==> src/rtl/packet_transmitter.sv <==
// Transmit end of the word-packet link: framing check on the input, a small
// first-word-fall-through FIFO, and valid/ready output with sop/eop markers.
module packet_transmitter #(
    parameter int WIDTH = 32,
    parameter int DEPTH = 4
) (
    input  logic             clk,
    input  logic             rst,
    input  logic [WIDTH-1:0] word_t,
    input  logic             new_word_t,
    input  logic             first_word_t,
    input  logic             last_word_t,
    output logic             full_t,
    input  logic             ready_in,
    output logic             valid_out,
    output logic [WIDTH-1:0] data_out,
    output logic             sop_out,
    output logic             eop_out,
    output logic [7:0]       pkt_count,
    output logic             err_frame,
    output logic             err_ovf
);

    localparam int AW = $clog2(DEPTH);
    localparam logic [AW:0] FULL_COUNT = (AW + 1)'(DEPTH);

    typedef enum logic {
        IDLE,
        IN_PKT
    } frame_state_t;

    // Entry layout: {sop, eop, word}
    logic [WIDTH+1:0] mem [DEPTH];
    logic [AW-1:0]    rd_ptr;
    logic [AW-1:0]    wr_ptr;
    logic [AW:0]      count;
    frame_state_t     state;

    logic frame_ok;
    logic push;
    logic pop;

    // Outputs decode registered state only, so ready_in never reaches them.
    assign valid_out = (count != '0);
    assign full_t    = (count == FULL_COUNT);
    assign data_out  = mem[rd_ptr][WIDTH-1:0];
    assign eop_out   = mem[rd_ptr][WIDTH];
    assign sop_out   = mem[rd_ptr][WIDTH+1];

    // Outside a packet only a first word is legal; inside, a first word is not.
    always_comb begin
        frame_ok = (state == IDLE) ? first_word_t : !first_word_t;
        push     = new_word_t && !full_t && frame_ok;
        pop      = valid_out && ready_in;
    end

    always_ff @(posedge clk) begin
        if (rst) begin
            for (int i = 0; i < DEPTH; i++) begin
                mem[i] <= '0;
            end
            rd_ptr    <= '0;
            wr_ptr    <= '0;
            count     <= '0;
            state     <= IDLE;
            pkt_count <= '0;
            err_frame <= 1'b0;
            err_ovf   <= 1'b0;
        end else begin
            if (push) begin
                mem[wr_ptr] <= {first_word_t, last_word_t, word_t};
                wr_ptr      <= wr_ptr + 1'b1;
                state       <= last_word_t ? IDLE : IN_PKT;
            end

            if (pop) begin
                rd_ptr <= rd_ptr + 1'b1;
                if (mem[rd_ptr][WIDTH]) begin
                    pkt_count <= pkt_count + 8'd1;
                end
            end

            case ({push, pop})
                2'b10:   count <= count + 1'b1;
                2'b01:   count <= count - 1'b1;
                default: count <= count;
            endcase

            // Overflow is judged first; such a word never reaches the framing check.
            if (new_word_t && full_t) begin
                err_ovf <= 1'b1;
            end else if (new_word_t && !frame_ok) begin
                err_frame <= 1'b1;
            end
        end
    end

endmodule
==> config.mk <==
export PLATFORM = sky130hd
export DESIGN_NAME = packet_transmitter
export DESIGN_NICKNAME = d
export VERILOG_FILES = /design/src/rtl/packet_transmitter.sv
export SDC_FILE = /design/constraint.sdc
export NUM_CORES = 1
export LEC_CHECK = 0
export BUFFER_PORTS_ARGS = -buffer_cell sky130_fd_sc_hd__buf_4
export CAP_MARGIN = 0
export CORE_UTILIZATION = 45
export DETAILED_ROUTE_END_ITERATION = 16
export GPL_TIMING_DRIVEN = 1
export PLACE_DENSITY = 0.67
export SETUP_SLACK_MARGIN = 0.3
export SYNTH_ARGS = -nofsm -noshare
export SYNTH_HDL_FRONTEND = slang
export SYNTH_SLANG_ARGS = --single-unit
==> constraint.sdc <==
create_clock -name clk -period 2.38 [get_ports clk]
set_input_delay 0.238 -clock clk [delete_from_list [all_inputs] [get_ports clk]]
set_output_delay 0.238 -clock clk [all_outputs]
set_load 0.05 [all_outputs]
==> run metrics <==
Final Max Slew Viols 0; Hold Path Cell Cnt 2; DRC 0; Diodes inserted 0; vias in the first global route 4191; Final Wtd Congestion 0.793; CORE AREA 14500 sq um; CP Capture Type flop; end of the worst register-to-register path count[2]$_SDFFE_PP0P_; Layout area overhead 26.6%; Yosys Warn Count 0; top cell type's share of synthesized area 60.8%; Detail Route Antenna Nets 0; IO Port Bufs 83; PD cells 1070 nW/um^2; DR iter-0 viols 391; largest net degree at the start of global routing 50; cell count of the worst reg-to-reg path 10; worst hold path startpoint rst; synth top area cells edfxtp_1 61%, mux4_2 11%, nor2_1 8.3%, dfxtp_1 6.0%, nand2b_1 3.4%; Fill cells 1163; endpoints failing setup 0; cell count after synthesis 478; DP Area 7630 sq um; Post-Layout Inst Area 8510 sq um; setup TNS 0 ns; Worst Tran Pin Value 1.03 ns; overall power 9070 uW; CTS max path bufs 2; MaxCap Viol Count 0; Ports 84; non-filler cells, final 778; worst hold endpoint wr_ptr[0]$_SDFFE_PP0P_; Worst Hold Class input pin to flop; # nets final 623; WL/cell 19.0 microns; FF-to-FF setup slack 0.24 ns; Hold Vio Cnt, Final 0; status finished, final reports clean; first-pass GRT wire length 22500 microns; Leak 0.00317 uW; Setup Skew 0.00441 ns; htree depth 4; worst skew pair latency 0.41 ns; RSZ-0062 raised after global routing yes; syn nets 519; CTS tree yes; clk slew on worst S/H paths 0.06 ns; kind of critical path flop to flop; Slew HR 31.3%; Yosys cell types 40; drt pass-1 iters 5; CP Max Fanout 3; period utilisation layout 89.7%; Most used DFF post-synth edfxtp_1; maximum vdd drop 0.000668 V; Die W 124 microns; total track usage 20.7%; Vias/cell 5.34; DPL Wire Length 8550 microns; ys async rst share 0%; EDFF count, synth 136; Root Buffer clkbuf_16; top cell type by total area after synthesis edfxtp_1; minimum clock period 2.14 ns; Rows 44; synthesized flop and latch total 156; die area 15400 sq um; Post-Route WL 14800 microns; initial antenna violation count 0; clock sink count 156; ratio of cells with drive above 1 in the final layout 33.7%; Cells after DPL 733; Starting Density 46.2%; post-synthesis sequential area ratio 66.7%; CTS Buf Count 17; Vias 4158; Worst setup SP type flop; WP data required 2.72 ns; Mapped Avg Cell Area 14.1 sq um; Worst R2R Start count[1]$_SDFFE_PP0P_; DIE HEIGHT 124 microns; Worst EP arrival 2.47 ns; Post-Syn Area 6720 sq um; GR Overflow Total 0; Max Clk Rate 0.468 GHz
[cell usage after synthesis, drive strengths merged (2+ instances only)]
cell	instances
nand2b	37
or3	2
inv	10
edfxtp	136
dfxtp	20
nor2	149
nor2b	6
clkbuf	9
a21oi	9
xnor2	2
buf	21
nand4	10
mux4	34
a31o	4
ha	2
and3	2
mux2	4
and4	2
a31oi	2
xor2	4
[layout make-up]
cell class	instances	area, sq um	area share (%)
Multi-Input combinational cell	282	2080	24.5
Timing Repair Buffer	115	1070	12.6
Inverter	10	45.0	0.530
Sequential cell	156	4490	52.8
Clock buffer	19	433	5.09
Tap cell	184	230	2.71
Clock inverter	12	149	1.75
[critical path, cell delays in order, from the launching register on]
cell and delay (ns):
dfxtp_2 0.32, or3b_4 0.43, inv_8 0.07, nor3_4 0.04, inv_2 0.08, ha_4 0.14
inv_2 0.04, fa_2 0.32, xor2_1 0.16, or3_1 0.32, a21oi_1 0.13
[logic make-up after synthesis]
| kind of cell | after synthesis | synth area share (%) |
|---|---|---|
| buffers and inverters | 40 | 2.83 |
| XOR/XNOR | 6 | 0.782 |
| flip-flops | 156 | 66.7 |
| multiplexers | 38 | 12.1 |
| AO/OA/AOI/OAI | 22 | 2.33 |
| AND/OR/NAND/NOR | 213 | 14.6 |
| adder cells (fa/ha/maj) | 3 | 0.670 |
[worst max path at each step]
stage | startpoint | endpoint | slack, ns
floorplan | count[1]$_SDFFE_PP0P_ | count[2]$_SDFFE_PP0P_ | 0.02
global placement | count[2]$_SDFFE_PP0P_ | mem[3][11]$_DFFE_PP_ | 0.22
detailed placement | count[2]$_SDFFE_PP0P_ | count[2]$_SDFFE_PP0P_ | 0.12
CTS | count[0]$_SDFFE_PP0P_ | count[2]$_SDFFE_PP0P_ | 0.23
global route | count[1]$_SDFFE_PP0P_ | count[2]$_SDFFE_PP0P_ | 0.19
finish | count[1]$_SDFFE_PP0P_ | count[2]$_SDFFE_PP0P_ | 0.24
[placed cells by master, fill, tap and decap left out, types with 7 or more instances in the layout]
cell type  instances
nor2_1           149
clkbuf_16         17
inv_1              7
nand2b_1          34
mux4_2            34
nand4_1            8
edfxtp_1         136
dfxtp_1           16
buf_4             85
buf_6             20
a21oi_1            7
[metal layers]
layer	routed length, microns	GRT usage (%)	share of wire [%]
met5	0	0	0
met4	61	5.58	0.41
met3	1010	5.63	6.8
met2	7690	34.6	52
met1	6000	26.5	41
[what timing repair did]
action / 4_1_cts / 5_1_grt
endpoints found under the setup margin: 70 / 57
gates cloned: 3 / 0
pin swaps: 2 / 2
gates resized for setup: 16 / 13
setup buffers: 5 / 5
endpoints found under the hold margin: 1 / 0
hold buffers: 1 / 0
[per-stage QoR]
| step | utilization, % | worst slack [ns] | hold WS (ns) |
|---|---|---|---|
| final | 58.5 | 0.244 | 0.104 |
| after global routing | 58.5 | 0.189 | 0.0918 |
| after CTS | 58.0 | 0.233 | 0.0790 |
| after detailed placement | 52.5 | 0.116 | 0.444 |
| after global placement | 52.5 | 0.222 | 0.447 |
| after floorplan | - | 0.0214 | 0.335 |
[registers in the layout (all words and copies together) (netlist names), named ones only]
register	cells
state	1
pkt_count	8
mem	136
wr_ptr	2
err_ovf	1
err_frame	1
count	3
rd_ptr	2
[power breakdown]
group          internal (uW)  switching (uW)
Sequential              3220             105
Combinational           1300            1780
Clock                   1630            1040
Note: power is estimated with default switching activity, not from simulation.
